`src/rtl/adc_serial_framer_pkg.sv`:
```
// Shared types and helpers for the serial ADC framer.
package adc_serial_framer_pkg;

  // CONV is the only state with bit 0 set, so chip select decodes from one flop.
  typedef enum logic [1:0] {
    S_IDLE  = 2'b00,
    S_CONV  = 2'b01,
    S_QUIET = 2'b10
  } state_t;

  function automatic int idx_width(input int n);
    int w;
    w = 0;
    while ((1 << w) < n) w++;
    return w;
  endfunction

endpackage

```
`src/rtl/adc_sclk_gen.sv`:
```
// Bit-period counter: serial clock, sample strobe on the rising sclk edge, last-bit strobe.
module adc_sclk_gen #(
  parameter int CLK_DIV = 4,
  parameter int NBITS   = 16
) (
  input  logic clk,
  input  logic rst,
  input  logic run,
  output logic sclk,
  output logic rise,
  output logic last
);
  localparam int DIVW = $clog2(CLK_DIV);
  localparam int BITW = $clog2(NBITS);

  logic [DIVW-1:0] div_cnt;
  logic [BITW-1:0] bit_cnt;
  logic            period_end;

  assign period_end = (div_cnt == DIVW'(CLK_DIV-1));

  always_ff @(posedge clk or posedge rst) begin
    if (rst) begin
      div_cnt <= '0;
      bit_cnt <= '0;
    end else if (!run) begin
      div_cnt <= '0;
      bit_cnt <= '0;
    end else if (period_end) begin
      div_cnt <= '0;
      bit_cnt <= bit_cnt + 1'b1;
    end else begin
      div_cnt <= div_cnt + 1'b1;
    end
  end

  // rise is true in the cycle whose closing edge takes sclk from 0 to 1
  assign sclk = !(run && (div_cnt < DIVW'(CLK_DIV/2)));
  assign rise = run && (div_cnt == DIVW'(CLK_DIV/2 - 1));
  assign last = run && period_end && (bit_cnt == BITW'(NBITS-1));

endmodule

```
`src/rtl/adc_serial_framer.sv`:
```
// Continuous multi-channel serial ADC reader emitting one stream beat per conversion.
module adc_serial_framer
  import adc_serial_framer_pkg::*;
#(
  parameter int NCH       = 2,
  parameter int DW        = 12,
  parameter int LEAD      = 4,
  parameter int CLK_DIV   = 4,
  parameter int QUIET     = 2,
  parameter int FRAME_LEN = 4096
) (
  input  logic              clk,
  input  logic              areset,
  input  logic              enable,
  output logic              adc_sclk,
  output logic              adc_csn,
  input  logic [NCH-1:0]    adc_sdata,
  output logic [NCH*DW-1:0] m_tdata,
  output logic              m_tvalid,
  input  logic              m_tready,
  output logic              m_tlast,
  output logic              overrun
);
  localparam int IW = idx_width(FRAME_LEN);
  localparam int QW = $clog2(QUIET+1);

  state_t            state, state_nxt;
  logic [QW-1:0]     q_cnt;
  logic              run, rise, last, sample_rdy, load, xfer;
  logic [IW-1:0]     idx;
  logic [NCH*DW-1:0] sample;

  assign run     = (state == S_CONV);
  assign adc_csn = ~state[0];

  adc_sclk_gen #(.CLK_DIV(CLK_DIV), .NBITS(LEAD+DW)) u_sclk (
    .clk  (clk),
    .rst  (areset),
    .run  (run),
    .sclk (adc_sclk),
    .rise (rise),
    .last (last)
  );

  always_ff @(posedge clk or posedge areset) begin
    if (areset) state <= S_IDLE;
    else        state <= state_nxt;
  end

  always_comb begin
    state_nxt = state;
    case (state)
      S_IDLE:  if (enable) state_nxt = S_CONV;
      S_CONV:  if (last) state_nxt = S_QUIET;
      S_QUIET: if (q_cnt == QW'(QUIET-1)) state_nxt = enable ? S_CONV : S_IDLE;
      default: state_nxt = S_IDLE;
    endcase
  end

  always_ff @(posedge clk or posedge areset) begin
    if (areset)                q_cnt <= '0;
    else if (state == S_QUIET) q_cnt <= q_cnt + 1'b1;
    else                       q_cnt <= '0;
  end

  for (genvar i = 0; i < NCH; i++) begin : g_ch
    logic [DW-1:0] sr;
    always_ff @(posedge clk or posedge areset) begin
      if (areset)    sr <= '0;
      else if (rise) sr <= {sr[DW-2:0], adc_sdata[i]};
    end
    assign sample[i*DW +: DW] = sr;
  end

  // delays the capture by one cycle so the final shift has settled
  always_ff @(posedge clk or posedge areset) begin
    if (areset) sample_rdy <= 1'b0;
    else        sample_rdy <= last;
  end

  assign xfer = m_tvalid && m_tready;
  assign load = sample_rdy && (!m_tvalid || m_tready);

  always_ff @(posedge clk or posedge areset) begin
    if (areset) begin
      m_tdata  <= '0;
      m_tvalid <= 1'b0;
      m_tlast  <= 1'b0;
      overrun  <= 1'b0;
      idx      <= '0;
    end else begin
      if (load) begin
        m_tdata  <= sample;
        m_tlast  <= (idx == IW'(FRAME_LEN-1));
        m_tvalid <= 1'b1;
        idx      <= idx + 1'b1;
      end else if (xfer) begin
        m_tvalid <= 1'b0;
      end
      if (sample_rdy && m_tvalid && !m_tready) overrun <= 1'b1;
      if (state == S_IDLE && !enable) idx <= '0;
    end
  end

endmodule

```
`config.mk`:
```
export PLATFORM = sky130hd
export DESIGN_NAME = adc_serial_framer
export DESIGN_NICKNAME = d
export VERILOG_FILES = /design/src/rtl/adc_serial_framer_pkg.sv /design/src/rtl/adc_sclk_gen.sv /design/src/rtl/adc_serial_framer.sv
export SDC_FILE = /design/constraint.sdc
export NUM_CORES = 1
export LEC_CHECK = 0
export BUFFER_PORTS_ARGS = -buffer_cell sky130_fd_sc_hd__buf_2
export CAP_MARGIN = 5
export CORE_UTILIZATION = 50
export CTS_CLUSTER_DIAMETER = 50
export DETAILED_ROUTE_END_ITERATION = 10
export PLACE_DENSITY = 0.72
export SYNTH_ARGS = -nofsm -noshare
export SYNTH_HDL_FRONTEND = slang
export SYNTH_SLANG_ARGS = --single-unit
export TNS_END_PERCENT = 5
```
`constraint.sdc`:
```
create_clock -name clk -period 2.6 [get_ports clk]
set_clock_uncertainty 0.2 [all_clocks]
set_input_delay 0.13 -clock clk [delete_from_list [all_inputs] [get_ports clk]]
set_output_delay 0.13 -clock clk [all_outputs]
set_load 0.01 [all_outputs]
```
==> results.sh, run 1 <==
export IMPL_outcome="completed"
export IMPL_switching_share_pct=28.8
export IMPL_path_clk_slew_ns=0.07
export IMPL_layout_drive_gt1_share_pct=40.6
export IMPL_synth_seq_area_share_pct=61.8
export IMPL_nNetsFinal=273
export IMPL_postSynthCellCount=217
export IMPL_clk_latency_ns=0.33
export IMPL_vias_per_cell=5.21
export IMPL_dieArea_um2=6310
export IMPL_synth_edff_count=0
export IMPL_critPathTopFamily="simple AND/OR/NAND/NOR gates"
export IMPL_setup_ws_ns=0.534
export IMPL_ant_nets=0
export IMPL_critPathMaxStageDelay_ns=0.53
export IMPL_max_freq_ghz=0.484
export IMPL_ir_worst_vdd_v=0.000447
export IMPL_cp_arrival_ns=2.08
export IMPL_clockBufferDepth=2
export IMPL_drtIter0Drc=59
export IMPL_r2r_end="m_tdata[14]"
export IMPL_synth_top_flop_cell="dfrtp_1"
export IMPL_cts_tree="done"
export IMPL_synth_distinct_cells=35
export IMPL_p_leak_nw=1.77
export IMPL_place_congestion=0.727
export IMPL_pwr_share_clk_pct=23.9
export IMPL_path_class="input port to flop"
export IMPL_power_switching_w=0.00103
export IMPL_p_int_w=0.00254
export IMPL_dr_pass1_iters=3
export IMPL_r2r_start="m_tvalid"
export IMPL_syn_nets=228
export IMPL_grt_pass1_vias=1811
export IMPL_io_buffers=34
export IMPL_cp_buffers_inverters=2
export IMPL_hp_class="input port to asynchronous set/reset pin"
export IMPL_io_pins=35
export IMPL_synth_top_area_share_pct=61.8
export IMPL_p_comb_share_pct=26.9
export IMPL_dp_slack_ns=0.606
export IMPL_crit_end="m_tdata[14]"
export IMPL_placed_area_um2=3230
export IMPL_ys_top_cells_by_area="dfrtp_1, mux2_2, xor2_1, nor2_1, ha_1"
export IMPL_syn_area_um2=3000
export IMPL_antenna_found_initial=0
export IMPL_setup_viol=0
export IMPL_grt_overflow_total=0
export IMPL_drv_cap=0
export IMPL_fin_setup_tns_ns=0
export IMPL_worstSetupEndpointType="flop"
export IMPL_core_um2=5640
export IMPL_synthToLayoutAreaGrowth_pct=15.7
export IMPL_ys_async_sr_fraction_pct=100
export IMPL_die_w_um=79.4
export IMPL_drc=0
export IMPL_dp_hpwl_mm=3.19
export IMPL_nFillCells=443
export IMPL_grt_start_max_net_pins=28
export IMPL_die_y_um=79.4
export IMPL_finalNonFillerCells=338
export IMPL_slew_headroom_pct=58.0
export IMPL_drt_total_wl_mm=4.72
export IMPL_power_w=0.00357
export IMPL_synth_seq_cells=74
export IMPL_hold_violations=0
export IMPL_cts_buffers=9
export IMPL_crit_path_start="m_tready"
export IMPL_tightestPinTransition_ns=0.628
export IMPL_reg2reg_slack_ns=0.62
export IMPL_worstPathRequired_ns=2.61
export IMPL_rows=27
export IMPL_power_density_nw_per_um2=1030
export IMPL_slew_violations=0
export IMPL_start_util_pct=53.1
export IMPL_grt_pass1_wl_mm=8.29
export IMPL_worst_path_max_fanout=27
export IMPL_grtUsageTotal_pct=17.6
export IMPL_critPathSlowestCell="dlygate4sd3_1"
export IMPL_placed_cells=318
export IMPL_period_needed_ns=2.07
export IMPL_clkSinkCount=74
export IMPL_final_area_um2=3470
export IMPL_synth_top_cell_by_area="dfrtp_1"
export IMPL_vias=1762
export IMPL_post_route_period_util_pct=79.4
export IMPL_cp_cell_sequence="dlygate4sd3_1 > buf_2 > or2b_2 > nand2_2 > mux2_2"
export IMPL_ys_warnings_count=0
export IMPL_seqPwrFrac_pct=49.2
export IMPL_rsz0062_at_grt="false"
export IMPL_wl_per_cell_um=14.0
export IMPL_reg2reg_depth=3
export IMPL_syn_area_per_cell_um2=13.8
export IMPL_ctsRootBufferMaster="clkbuf_8"
export IMPL_htree_levels=3
export IMPL_cp_num_cells=5
export IMPL_antenna_cells=0
export IMPL_start_kind="input port"
[cell usage after synthesis, drive strengths merged (2+ instances only)]
| master | number |
|---|---|
| o21ai | 3 |
| nand4 | 7 |
| or3 | 3 |
| nand2b | 2 |
| inv | 6 |
| and2 | 2 |
| nand3 | 5 |
| xor2 | 9 |
| clkbuf | 4 |
| nor2 | 18 |
| ha | 5 |
| a21oi | 5 |
| mux2 | 48 |
| nand2 | 6 |
| buf | 5 |
| and3 | 2 |
| nor3 | 2 |
| dfrtp | 74 |
[logic make-up (layout without fill, tap and decap cells)]
group | Yosys count | in the layout | share of synthesized area, %
XOR/XNOR | 10 | 10 | 2.92
multiplexers | 49 | 49 | 18.4
AO/OA/AOI/OAI | 13 | 13 | 2.67
AND/OR/NAND/NOR | 51 | 51 | 9.35
flip-flops | 74 | 74 | 61.8
adder cells (fa/ha/maj) | 5 | 5 | 2.09
buffers and inverters | 15 | 64 | 2.84
[cells in the final DEF (no fill, tap or decap), types with 4 or more instances in the layout]
cell           Yosys  final
nand2_1            5      5
buf_2              3     34
nand3_1            5      5
clkbuf_8           1     10
ha_1               5      5
inv_1              6      5
a21oi_1            5      5
xor2_1             9      9
dlygate4sd3_1      0      5
buf_4              0      4
dfrtp_1           74     74
nor2_1            18     18
nand4_1            6      6
mux2_2            48     48
[metal layers]
layer | wire length, um | part of all wire, % | vias up | global-route usage, %
met5 | 0 | 0 | - | 0
met4 | 126 | 2.7 | 0 | 12.0
met3 | 120 | 2.5 | 10 | 3.31
met2 | 2250 | 48 | 26 | 26.6
met1 | 2220 | 47 | 884 | 23.0
li1 | - | - | 842 | -
[power groups by stage]
stage,logic [W],clock network [W],registers [W]
3_5_place_dp,0.000974,0,0.00178
2_1_floorplan,0.000677,0,0.00178
3_3_place_gp,0.000942,0,0.00177
4_1_cts,0.000981,0.000879,0.00176
6_report,0.000960,0.000855,0.00176
5_1_grt,0.00106,0.000928,0.00182
[state kept, by name (all words and copies together) (netlist names)]
name	count
g_ch.sr	24
m_tdata	24
idx	12
u_sclk.bit_cnt	4
q_cnt	2
state	2
u_sclk.div_cnt	2
m_tlast	1
m_tvalid	1
overrun	1
sample_rdy	1
[worst register-to-register path: cells and delay by family, from the launching register on]
kind             cells  cell delay [ns]
AND/OR/NAND/NOR      2             0.91
multiplexers         1             0.42
flip-flops           1             0.34
[cell type report]
| type | instances | area (um^2) | share of cell area [%] |
|---|---|---|---|
| Timing Repair Buffer | 43 | 250 | 7.21 |
| Inverter | 6 | 22.5 | 0.649 |
| Multi-Input combinational cell | 128 | 1060 | 30.6 |
| Clock inverter | 5 | 55.1 | 1.59 |
| Tap cell | 72 | 90.1 | 2.60 |
| Clock buffer | 10 | 138 | 3.97 |
| Sequential cell | 74 | 1850 | 53.4 |
[metrics by stage]
step	utilization [%]	hold slack, ns
2_1_floorplan	-	0.0685
3_3_place_gp	57.2	-0.00629
3_5_place_dp	57.2	0.00164
4_1_cts	61.5	0.183
5_1_grt	61.5	0.235
6_report	61.5	0.190
[worst min-delay path by stage]
stage / start / end / depth (start not counted)
floorplan: enable / state[0] / 2
global placement: areset / m_tdata[15] / 2
detailed placement: areset / m_tdata[16] / 2
CTS: areset / g_ch[1].sr[0] / 3
global route: areset / m_tdata[13] / 3
finish: areset / g_ch[1].sr[0] / 3
[repair_timing]
| action | in CTS | in global routing |
|---|---|---|
| setup buffers | 0 | 0 |
| gates resized for setup | 0 | 0 |
| hold endpoints to repair | 28 | 0 |
| hold buffers | 5 | 0 |
| setup endpoints to repair | 0 | 0 |
(Power assumes the default switching activity.)
==> run 2: changes to the inputs <==
clock period = 2.1 ns   (was 2.6 ns; I/O delays follow)
==> run 2 against run 1 <==
Wire length decreased by 2.1%. Utilization increased by 1.6 points. Sequential power increased by 23%. Combinational power increased by 30%. Critical path type unchanged. Critical endpoint is now m_tdata[4].
==> results.sh, run 2 (same netlist as run 1, synthesis figures left out) <==
export IMPL_outcome="completed"
export IMPL_dr_pass1_iters=4
export IMPL_drc=0
export IMPL_io_buffers=34
export IMPL_worstSetupEndpointType="flop"
export IMPL_ant_nets=0
export IMPL_max_freq_ghz=0.547
export IMPL_grt_overflow_total=0
export IMPL_hold_violations=0
export IMPL_drtIter0Drc=117
export IMPL_htree_levels=3
export IMPL_final_common_cell="dfrtp_1"
export IMPL_critPathSlowestCell="dlygate4sd3_1"
export IMPL_highest_layer="met4"
export IMPL_io_pins=35
export IMPL_p_int_w=0.00344
export IMPL_cts_hold_fix_buffers=5
export IMPL_power_density_nw_per_um2=1330
export IMPL_antenna_cells=0
export IMPL_rows=27
export IMPL_worstPathRequired_ns=2.11
export IMPL_placed_cells=319
export IMPL_wl_met2_mm=2.17
export IMPL_post_route_period_util_pct=87.1
export IMPL_wl_met3_um=133
export IMPL_finalNonFillerCells=340
export IMPL_fin_setup_tns_ns=0
export IMPL_critPathMaxStageDelay_ns=0.53
export IMPL_vias=1770
export IMPL_vias_per_cell=5.21
export IMPL_period_needed_ns=1.83
export IMPL_power_switching_w=0.00129
export IMPL_start_util_pct=53.1
export IMPL_place_congestion=0.739
export IMPL_cts_tree="done"
export IMPL_ir_worst_vdd_v=0.000820
export IMPL_die_y_um=79.4
export IMPL_cp_cell_sequence="dlygate4sd3_1 > buf_2 > or2b_2 > nand2_2 > buf_4 > mux2_2"
export IMPL_dp_hpwl_mm=3.05
export IMPL_rsz0062_at_grt="false"
export IMPL_die_w_um=79.4
export IMPL_setup_viol=0
export IMPL_grt_start_max_net_pins=51
export IMPL_seqPwrFrac_pct=45.7
export IMPL_clockBufferDepth=2
export IMPL_clkSinkCount=74
export IMPL_cts_resized=0
export IMPL_layout_drive_gt1_share_pct=40.3
export IMPL_worst_path_max_fanout=13
export IMPL_drt_total_wl_mm=4.62
export IMPL_grt_pass1_wl_mm=8.01
export IMPL_dieArea_um2=6310
export IMPL_reg2reg_depth=4
export IMPL_switching_share_pct=27.3
export IMPL_nNetsFinal=274
export IMPL_cts_buffers=9
export IMPL_cp_arrival_ns=1.84
export IMPL_slew_violations=0
export IMPL_grtUsageTotal_pct=16.9
export IMPL_p_leak_nw=1.81
export IMPL_grt_pass1_vias=1698
export IMPL_antenna_found_initial=0
export IMPL_reg2reg_slack_ns=0.29
export IMPL_path_clk_slew_ns=0.07
export IMPL_met1_length_mm=2.20
export IMPL_slew_headroom_pct=63.5
export IMPL_hp_class="input port to asynchronous set/reset pin"
export IMPL_ctsRootBufferMaster="clkbuf_8"
export IMPL_wl_per_cell_um=13.6
export IMPL_start_kind="input port"
export IMPL_pwr_share_clk_pct=27.9
export IMPL_core_um2=5640
export IMPL_drv_cap=0
export IMPL_r2r_start="m_tvalid"
export IMPL_clk_latency_ns=0.33
export IMPL_cts_setup_buffers=0
export IMPL_r2r_end="idx[11]"
export IMPL_tightestPinTransition_ns=0.546
export IMPL_layout_common_cells="dfrtp_1, mux2_2, buf_2, nor2_1, clkbuf_8"
export IMPL_path_class="input port to flop"
export IMPL_synthToLayoutAreaGrowth_pct=18.6
export IMPL_largestRegisters="g_ch.sr (24), m_tdata (24), idx (12)"
export IMPL_p_comb_share_pct=26.4
## run 2: stage by stage
stage	worst slack [ns]	total power (W)	util, %	hold WS, ns	cell area [um^2]
final	0.270	0.00473	63.0	0.163	3560
after global routing	0.132	0.00503	63.0	0.215	3560
after CTS	0.274	0.00478	63.0	0.170	3560
after detailed placement	0.293	0.00345	57.8	-0.0111	3260
after global placement	0.391	0.00340	57.8	-0.0172	3260
after floorplan	0.283	0.00304	-	0.0435	3000
## run 2: worst max path at each step
stage | start | endpoint | slack, ns | cells past startpoint
final | m_tready | m_tdata[4] | 0.27 | 6
after CTS | m_tvalid | idx[11] | 0.27 | 4
after global routing | m_tvalid | idx[11] | 0.13 | 4
after global placement | m_tvalid | m_tdata[23] | 0.39 | 4
after floorplan | m_tvalid | m_tdata[11] | 0.28 | 5
after detailed placement | m_tvalid | idx[11] | 0.29 | 4
## run 2: area by class of cell
| class | instances | area (um^2) |
|---|---|---|
| clock buffer | 12 | 145 |
| clock inverter | 4 | 98.8 |
| fill | 428 | 2090 |
| inverter | 6 | 26.3 |
| multi-input combinational | 128 | 1060 |
| sequential | 74 | 1850 |
| tap | 72 | 90.1 |
| timing repair buffer | 44 | 283 |
## run 2: power groups by stage
stage | Clock, W | Sequential, W | Combinational (W)
after floorplan | 0 | 0.00221 | 0.000839
after global placement | 0 | 0.00219 | 0.00121
after detailed placement | 0 | 0.00220 | 0.00125
after CTS | 0.00134 | 0.00217 | 0.00127
after global routing | 0.00141 | 0.00223 | 0.00138
final | 0.00132 | 0.00216 | 0.00125
## run 2: routing by layer
metal | vias to the layer above | track usage (%)
li1 | 859 | -
met4 | 0 | 9.82
met5 | - | 0
met1 | 877 | 22.7
met3 | 10 | 3.31
met2 | 24 | 25.4
## run 2: worst max-delay path: cells and delay by family
kind          cells  cell delay, ns
simple gates      2            0.50
buf+inv           3            0.87
mux               1            0.36
==> run 3: changes to the inputs <==
CTS_CLUSTER_SIZE = 10   (was default)
SETUP_SLACK_MARGIN = 0.4   (was default)
==> run 3 against run 2 <==
Flip-flop and latch count unchanged. Critical endpoint is now idx[11]. Register-to-register slack improved by 0.13 ns. Clock-buffer cell count unchanged. Die area unchanged. Global-route usage about the same. Via count increased by 1.3%.
==> results.sh, run 3 (same netlist as run 1, synthesis figures left out) <==
export IMPL_outcome="completed"
export IMPL_reg2reg_slack_ns=0.42
export IMPL_clockBufferDepth=2
export IMPL_antenna_cells=0
export IMPL_max_freq_ghz=0.596
export IMPL_placed_area_um2=3260
export IMPL_worst_path_max_fanout=6
export IMPL_die_y_um=79.4
export IMPL_path_clk_slew_ns=0.08
export IMPL_wl_per_cell_um=13.7
export IMPL_synthToLayoutAreaGrowth_pct=20.0
export IMPL_reg2reg_depth=4
export IMPL_p_int_w=0.00345
export IMPL_cts_tree="done"
export IMPL_fin_util_pct=63.8
export IMPL_vias=1793
export IMPL_fin_setup_tns_ns=0
export IMPL_worstPathRequired_ns=2.15
export IMPL_wl_met3_um=137
export IMPL_core_um2=5640
export IMPL_worstSetupEndpointType="flop"
export IMPL_power_switching_w=0.00130
export IMPL_layout_drive_gt1_share_pct=42.4
export IMPL_grt_start_max_net_pins=51
export IMPL_final_common_cell="dfrtp_1"
export IMPL_ant_nets=0
export IMPL_r2r_end="idx[11]"
export IMPL_dieArea_um2=6310
export IMPL_finalNonFillerCells=343
export IMPL_dr_pass1_iters=2
export IMPL_drtIter0Drc=104
export IMPL_crit_end="idx[11]"
export IMPL_p_comb_share_pct=26.7
export IMPL_grt_pass1_vias=1715
export IMPL_htree_levels=3
export IMPL_hp_class="input port to flop"
export IMPL_wl_met2_mm=2.26
export IMPL_die_w_um=79.4
export IMPL_post_route_period_util_pct=79.9
export IMPL_dp_hpwl_mm=3.05
export IMPL_setup_viol=0
export IMPL_place_congestion=0.739
export IMPL_nFillCells=424
export IMPL_slew_headroom_pct=63.5
export IMPL_pwr_share_clk_pct=27.9
export IMPL_drt_total_wl_mm=4.71
export IMPL_vias_per_cell=5.23
export IMPL_cp_arrival_ns=1.73
export IMPL_antenna_found_initial=0
export IMPL_seqPwrFrac_pct=45.4
export IMPL_ctsRootBufferMaster="clkbuf_8"
export IMPL_clk_latency_ns=0.33
export IMPL_grt_overflow_total=0
export IMPL_start_kind="flop"
export IMPL_rsz0062_at_grt="true"
export IMPL_io_pins=35
export IMPL_highest_layer="met4"
export IMPL_period_needed_ns=1.68
export IMPL_placed_cells=319
export IMPL_switching_share_pct=27.4
export IMPL_ir_worst_vdd_v=0.000820
export IMPL_p_leak_nw=1.82
export IMPL_grt_pass1_wl_mm=8.05
export IMPL_nNetsFinal=277
export IMPL_drv_cap=0
export IMPL_crit_path_start="m_tvalid"
export IMPL_tightestPinTransition_ns=0.546
export IMPL_clkSinkCount=74
export IMPL_met1_length_mm=2.20
export IMPL_cts_buffers=9
export IMPL_drc=0
export IMPL_start_util_pct=53.1
export IMPL_rows=27
export IMPL_final_area_um2=3600
export IMPL_power_density_nw_per_um2=1320
export IMPL_io_buffers=34
export IMPL_layout_common_cells="dfrtp_1, mux2_2, buf_2, nor2_1, clkbuf_8"
export IMPL_hold_violations=0
export IMPL_slew_violations=0
export IMPL_r2r_start="m_tvalid"
export IMPL_path_class="flop to flop"
export IMPL_hold_ws_ns=0.0635
export IMPL_largestRegisters="g_ch.sr (24), m_tdata (24), idx (12)"
export IMPL_grtUsageTotal_pct=16.9
## run 3: area by class of cell
class	count	area (um^2)	share of cell area, %
timing repair buffer	47	303	8.41
clock inverter	4	98.8	2.75
multi-input combinational	128	1080	30.1
clock buffer	12	145	4.03
tap	72	90.1	2.50
sequential	74	1850	51.5
inverter	6	26.3	0.730
## run 3: metrics by stage
stage	setup WS, ns	power (W)
after floorplan	0.283	0.00304
after global placement	0.391	0.00340
after detailed placement	0.293	0.00345
after CTS	0.384	0.00478
after global routing	0.336	0.00504
final	0.422	0.00475
## run 3: how the worst min path moves through the flow
| stage | from | end | slack (ns) | cells past startpoint |
|---|---|---|---|---|
| 2_1_floorplan | enable | state[0] | 0.04 | 2 |
| 4_1_cts | m_tready | m_tvalid | 0.04 | 4 |
| 5_1_grt | m_tready | m_tvalid | 0.09 | 4 |
| 3_3_place_gp | areset | u_sclk.bit_cnt[1] | -0.02 | 2 |
| 6_report | m_tready | m_tvalid | 0.06 | 4 |
| 3_5_place_dp | areset | u_sclk.bit_cnt[1] | -0.01 | 2 |
## run 3: power by group through the flow
| stage | Combinational [W] | Clock [W] | Sequential (W) |
|---|---|---|---|
| after floorplan | 0.000839 | 0 | 0.00221 |
| after global placement | 0.00121 | 0 | 0.00219 |
| after detailed placement | 0.00125 | 0 | 0.00220 |
| after CTS | 0.00127 | 0.00134 | 0.00217 |
| after global routing | 0.00140 | 0.00141 | 0.00223 |
| final | 0.00127 | 0.00132 | 0.00216 |
## run 3: critical path: stages, from the launching register on
cell	delay, ns
dfrtp_1	0.40
or2b_4	0.26
nand3_4	0.09
or4_1	0.49
a21oi_1	0.15
## run 3: what timing repair did
| item | 4_1_cts | 5_1_grt |
|---|---|---|
| gates cloned | 0 | 0 |
| resized for setup | 3 | 2 |
| hold endpoints to repair | 27 | 0 |
| hold buffers | 4 | 0 |
| setup endpoints to repair | 28 | 28 |
| setup buffers | 1 | 3 |
## run 3: layer usage
layer,up-vias,global-route usage [%]
li1,864,-
met2,26,25.5
met5,-,0
met4,0,10.0
met1,893,22.6
met3,10,3.43
